**config.mk**
```make
export PLATFORM = sky130hd
export DESIGN_NAME = m_ifetch_ir_flat
export DESIGN_NICKNAME = d
export VERILOG_FILES = /design/src/rtl/m_ifetch_ir_if.sv /design/src/rtl/m_ifetch_ir.sv /design/src/flat_wrapper.sv
export SDC_FILE = /design/constraint.sdc
export NUM_CORES = 1
export LEC_CHECK = 0
export ABC_AREA = 1
export BUFFER_PORTS_ARGS = -buffer_cell sky130_fd_sc_hd__buf_4
export CORE_MARGIN = 5
export CORE_UTILIZATION = 50
export CTS_BUF_LIST = sky130_fd_sc_hd__clkbuf_8
export DETAILED_ROUTE_END_ITERATION = 6
export GPL_ROUTABILITY_DRIVEN = 0
export PLACE_DENSITY = 0.87
export SYNTH_ARGS = -nofsm -noshare
export SYNTH_HDL_FRONTEND = slang
export SYNTH_SLANG_ARGS = --single-unit
```
**constraint.sdc**
```tcl
create_clock -name clk -period 3.82 [get_ports clk]
set_clock_uncertainty 0.15 [all_clocks]
set_input_delay 0.382 -clock clk [delete_from_list [all_inputs] [get_ports clk]]
set_output_delay 0.382 -clock clk [all_outputs]
set_load 0.02 [all_outputs]
```
**src/rtl/m_ifetch_ir_if.sv**
```systemverilog
// rtl/m_ifetch_ir_if.sv - Wishbone classic read bus between the fetch sequencer and instruction memory
interface m_ifetch_ir_if;
    logic [31:0] ADR_O;
    logic        CYC_O;
    logic        STB_O;
    logic        WE_O;
    logic        ACK_I;
    logic        ERR_I;
    logic [31:0] DAT_I;

    modport master (
        output ADR_O, CYC_O, STB_O, WE_O,
        input  ACK_I, ERR_I, DAT_I
    );

    modport slave (
        input  ADR_O, CYC_O, STB_O, WE_O,
        output ACK_I, ERR_I, DAT_I
    );
endinterface

```
**src/rtl/m_ifetch_ir.sv**
```systemverilog
// rtl/m_ifetch_ir.sv - instruction fetch sequencer and instruction register
// Optional opcode legality flag: define M_IFETCH_ILLEGAL_CHECK_EN
module m_ifetch_ir #(
    parameter int          WAITW     = 4,
    parameter int          WAIT_MAX  = 15,
    parameter logic [31:0] NOP_INSTR = 32'h00000013
) (
    input  logic               clk,
    input  logic               RST_I,
    input  logic               start_fetch,
    input  logic [31:0]        fadr,
    m_ifetch_ir_if.master      wb,
    output logic [31:0]        INSTR,
    output logic               sa11,
    output logic               busy,
    output logic               fetch_err,
    output logic               illegal
);

    typedef enum logic [1:0] {
        S_IDLE   = 2'd0,
        S_REQ    = 2'd1,
        S_DECODE = 2'd2,
        S_ERR    = 2'd3
    } state_t;

    state_t           state;
    state_t           state_next;
    logic [WAITW-1:0] wait_cnt;
    logic [31:0]      adr;
    logic             launch;
    logic             take_ack;

    always_comb begin
        state_next = state;
        case (state)
            S_IDLE, S_ERR: if (start_fetch) state_next = S_REQ;
            S_REQ: begin
                if (wb.ERR_I)                           state_next = S_ERR;
                else if (wb.ACK_I)                      state_next = S_DECODE;
                else if (wait_cnt == WAITW'(WAIT_MAX))  state_next = S_ERR;
            end
            S_DECODE: state_next = S_IDLE;
            default:  state_next = S_IDLE;
        endcase
    end

    assign launch   = ((state == S_IDLE) || (state == S_ERR)) && start_fetch;
    assign take_ack = (state == S_REQ) && (state_next == S_DECODE);

    always_ff @(posedge clk) begin
        if (RST_I) begin
            state     <= S_IDLE;
            adr       <= '0;
            INSTR     <= NOP_INSTR;
            fetch_err <= 1'b0;
            wait_cnt  <= '0;
        end else begin
            state <= state_next;
            if (launch) begin
                adr       <= fadr;
                wait_cnt  <= '0;
                fetch_err <= 1'b0;
            end
            if (take_ack)
                INSTR <= wb.DAT_I;
            if (state == S_REQ && state_next == S_ERR)
                fetch_err <= 1'b1;
            if (state == S_REQ && state_next == S_REQ)
                wait_cnt <= wait_cnt + 1'b1;
        end
    end

`ifdef M_IFETCH_ILLEGAL_CHECK_EN
    function automatic logic opcode_legal(input logic [31:0] ins);
        logic ok;
        ok = 1'b0;
        if (ins[1:0] == 2'b11) begin
            case (ins[6:2])
                5'b00000, 5'b00100, 5'b11001, 5'b00101, 5'b01000, 5'b01100,
                5'b01101, 5'b11000, 5'b11011, 5'b11100, 5'b00010: ok = 1'b1;
                default: ok = 1'b0;
            endcase
        end
        return ok;
    endfunction

    // Flag is only meaningful alongside sa11, so it is dropped as DECODE is left.
    always_ff @(posedge clk) begin
        if (RST_I)
            illegal <= 1'b0;
        else if (take_ack)
            illegal <= ~opcode_legal(wb.DAT_I);
        else if (state == S_DECODE)
            illegal <= 1'b0;
    end
`else
    assign illegal = 1'b0;
`endif

    assign wb.ADR_O = adr;
    assign wb.CYC_O = (state == S_REQ);
    assign wb.STB_O = (state == S_REQ);
    assign wb.WE_O  = 1'b0;
    assign sa11     = (state == S_DECODE);
    assign busy     = (state == S_REQ) || (state == S_DECODE);

endmodule

```
**src/flat_wrapper.sv**
```systemverilog
// flat-port wrapper written by rule: the top's interface ports become plain ports
module m_ifetch_ir_flat 
#(
    parameter int          WAITW     = 4,
    parameter int          WAIT_MAX  = 15,
    parameter logic [31:0] NOP_INSTR = 32'h00000013
)
  (clk, RST_I, start_fetch, fadr, INSTR, sa11, busy, fetch_err, illegal, wb_ADR_O, wb_CYC_O, wb_STB_O, wb_WE_O, wb_ACK_I, wb_ERR_I, wb_DAT_I);
  m_ifetch_ir_if wb_i ();
  input  logic clk;
  input  logic RST_I;
  input  logic start_fetch;
  input  logic [31:0] fadr;
  output logic [31:0] INSTR;
  output logic sa11;
  output logic busy;
  output logic fetch_err;
  output logic illegal;
  output wire logic [$bits(wb_i.ADR_O)-1:0] wb_ADR_O;
  output wire logic [$bits(wb_i.CYC_O)-1:0] wb_CYC_O;
  output wire logic [$bits(wb_i.STB_O)-1:0] wb_STB_O;
  output wire logic [$bits(wb_i.WE_O)-1:0] wb_WE_O;
  input wire logic [$bits(wb_i.ACK_I)-1:0] wb_ACK_I;
  input wire logic [$bits(wb_i.ERR_I)-1:0] wb_ERR_I;
  input wire logic [$bits(wb_i.DAT_I)-1:0] wb_DAT_I;
  assign wb_ADR_O = wb_i.ADR_O;
  assign wb_CYC_O = wb_i.CYC_O;
  assign wb_STB_O = wb_i.STB_O;
  assign wb_WE_O = wb_i.WE_O;
  assign wb_i.ACK_I = wb_ACK_I;
  assign wb_i.ERR_I = wb_ERR_I;
  assign wb_i.DAT_I = wb_DAT_I;
  m_ifetch_ir #(.WAITW(WAITW), .WAIT_MAX(WAIT_MAX), .NOP_INSTR(NOP_INSTR)) u_core (.clk(clk), .RST_I(RST_I), .start_fetch(start_fetch), .fadr(fadr), .wb(wb_i), .INSTR(INSTR), .sa11(sa11), .busy(busy), .fetch_err(fetch_err), .illegal(illegal));
endmodule
```
==> flow_metrics.py <==
metrics = {
    "sta": {
        "report.final.slew_viol_count": 0,
        "slew_headroom": 0.3552,
        "fin_ws_ns": 1.457,
        "final_hold_viol_count": 0,
        "finalSetupViolations": 0,
        "worstMarginPinSlew_ns": 0.9661,
        "finalSetupTns_ns": 0,
        "rsz0062_at_grt": "no",
        "min_period_over_period": 0.6187,
        "fmax_mhz": 423.1,
        "min_period_ns": 2.363,
    },
    "global_routing": {
        "grt_pass1_vias": 2610,
        "antenna_found_initial": 0,
        "track_usage": 0.2097,
        "grt_max_degree": 39,
        "grt_pass1_wl_mm": 12.08,
        "grt_overflow": 0,
    },
    "yosys": {
        "netlist_area_um2": 2725,
        "netlist-cell-type-count": 24,
        "synth-seq-cells": 71,
        "ys_seq_area_frac": 0.5216,
        "postSynthCellCount": 339,
        "ys_warn_count": 0,
        "syn_area_per_cell_um2": 8.039,
    },
    "clock_network": {
        "cts_hold_buf": 0,
        "ctsResizeCount": 0,
        "cts-root-buf": "clkbuf_8",
        "cts_buffers": 9,
        "cts.sinks": 71,
        "h-tree-depth": 3,
        "cts_tree": "built",
        "clk_pin_slew_ns": 0.07,
        "post_cts_buffers": 0,
        "clk_path_buf_depth": 2,
        "clkLatencyLatePin_ns": 0.33,
    },
    "hold_path": {
        "hold_class": "in -> reg",
    },
    "floorplanning": {
        "fp.dieH_um": 83.83,
        "boundaryPins": 140,
        "initial_core_util": 0.5236,
        "core_area_um2": 5205,
        "die_area_um2": 7027,
        "num_rows": 26,
        "fp.dieW_um": 83.83,
    },
    "drt": {
        "drt_wl_total_mm": 7.599,
        "drc": 0,
        "via_count": 2710,
        "wl_per_cell_um": 14.12,
        "vias_per_cell": 5.037,
        "drtIter0Drc": 149,
        "dr.pass1.iters": 5,
        "antenna_left": 0,
    },
    "power_and_ir_drop": {
        "powerDensity_nw_per_um2": 474.5,
        "ir_drop_v": 0.0002996,
        "power_leakage_nw": 1.815,
    },
    "worst_setup_path": {
        "criticalPathCategory": "reg -> reg",
        "start_kind": "flop",
        "worst_ep_arrival_time_ns": 2.39,
        "critPathCaptureType": "flop",
        "crit_slowest_cell": "nor2_8",
        "worstPathMaxFanout": 34,
        "cpPeakStageDelay_ns": 0.38,
        "critPathRequiredTime_ns": 3.85,
        "r2r_slack_ns": 1.46,
        "crit_chain": "inv_1 > ha_1 > inv_2 > nor2_1 > nand2_1 > o21ai_2 > nand2_4 > nor2_8 > nand2_4 > nand2_1 > nand3_1",
    },
    "placement": {
        "post-place-ws_ns": 1.449,
        "dp.cells": 522,
        "dp_hpwl_mm": 5.325,
        "port_buffers": 137,
    },
    "finish": {
        "final_cell_mix": "138 x buf_4, 71 x dfxtp_1, 67 x nor2_1, 46 x nand3_1, 40 x nand2_1",
        "diodes": 0,
        "fillCellCount": 391,
        "stdcell_count": 538,
        "final_nets": 535,
        "seq_area_um2": 1421,
        "fin_util": 0.7560,
        "layout_commonest_cell": "buf_4",
        "drive_gt1_frac": 0.3440,
        "multiInputGateArea_um2": 1101,
        "area_delta_synth_final_pct": 44.40,
    },
    "run": {
        "drv_cap": 0,
    },
    "status": {
        "status": "complete, no violations",
    },
}
-- area by class of cell --
| cell class | count | area share |
|---|---|---|
| clock buffers | 11 | 0.03847 |
| multi-input cells | 234 | 0.2798 |
| well taps | 70 | 0.02226 |
| clock inverters | 5 | 0.02639 |
| repair buffers | 138 | 0.2633 |
| inverters | 9 | 0.008585 |
| flip-flops and latches | 71 | 0.3612 |
-- cells by family (layout without fill, tap and decap cells) --
kind of cell	after synthesis	after routing	share of synthesized area
other	1	2	0.001376
adders and majority gates	3	3	0.01378
AOI/OAI and AO/OA	68	68	0.1263
buffers and inverters	35	163	0.07576
DFF	71	71	0.5216
and+or+nand+nor	159	159	0.2548
xor gates and xnor gates	2	2	0.006429
-- state kept, by name (all words and copies together), names as in the netlist --
signal	cells
u_core.wait_cnt	4
u_core.wb.ADR_O	32
u_core.state	2
u_core.INSTR	32
u_core.fetch_err	1
-- routing by layer --
| metal | global-route usage | vias to the layer above | wire length, um |
|---|---|---|---|
| met5 | 0 | - | 0 |
| met4 | 0.1228 | 0 | 269 |
| met3 | 0.05232 | 25 | 498 |
| met2 | 0.3586 | 108 | 3874 |
| met1 | 0.2344 | 1222 | 2957 |
| li1 | - | 1355 | - |
-- critical path, delay by kind of cell (launching register included) --
family	cells	cell delay (ns)
and+or+nand+nor	7	1.13
AOI/OAI and AO/OA	1	0.09
adders and majority gates	1	0.35
DFF	1	0.35
buffers and inverters	2	0.12
-- where the power goes --
part / total [W] / switching [W] / internal (W)
combinational: 0.000320 / 0.000187 / 0.000133
clock: 0.000745 / 0.000276 / 0.000470
sequential: 0.000801 / 0.0000207 / 0.000781
total: 0.00187 / 0.000484 / 0.00138
-- cell usage after synthesis --
cell type / count / area (um^2)
buf_4: 4 / 30.03
buf_2: 5 / 25.02
nand2_1: 40 / 150.1
clkbuf_1: 9 / 33.78
a21oi_1: 34 / 170.2
nand2_2: 1 / 6.260
xnor2_1: 1 / 8.760
o21ai_2: 1 / 8.760
dlygate4sd1_1: 1 / 8.760
nor2_8: 1 / 20.02
nor2_1: 67 / 251.5
nand2_4: 2 / 22.52
nand4_1: 1 / 6.260
nand3b_1: 1 / 7.510
inv_2: 2 / 7.510
dfxtp_1: 71 / 1421
inv_1: 7 / 26.28
xor2_1: 1 / 8.760
o21ai_0: 33 / 165.2
nand3_1: 46 / 230.2
buf_6: 6 / 67.56
conb_1: 1 / 3.750
clkbuf_4: 1 / 7.510
ha_1: 3 / 37.54
-- stage by stage --
step	hold slack [ns]	total power [W]	instance area, um^2
final	0.1376	0.001867	3935
after detailed placement	0.3027	0.001139	3680
after global routing	0.1352	0.001945	3935
after global placement	0.2991	0.001130	3680
after floorplan	0.3251	0.001002	2729
after CTS	0.1296	0.001875	3935
-- final timing paths --
check | cells after the start | to | startpoint
worst min-delay path | 3 | u_core.INSTR[4] | wb_DAT_I[4]
worst max-delay path | 11 | u_core.INSTR[0] | u_core.state[0]
worst min register to register | 2 | u_core.INSTR[22] | u_core.INSTR[22]
worst max register to register | 11 | u_core.INSTR[0] | u_core.state[0]
No activity file was read; power rests on OpenSTA's default activity.
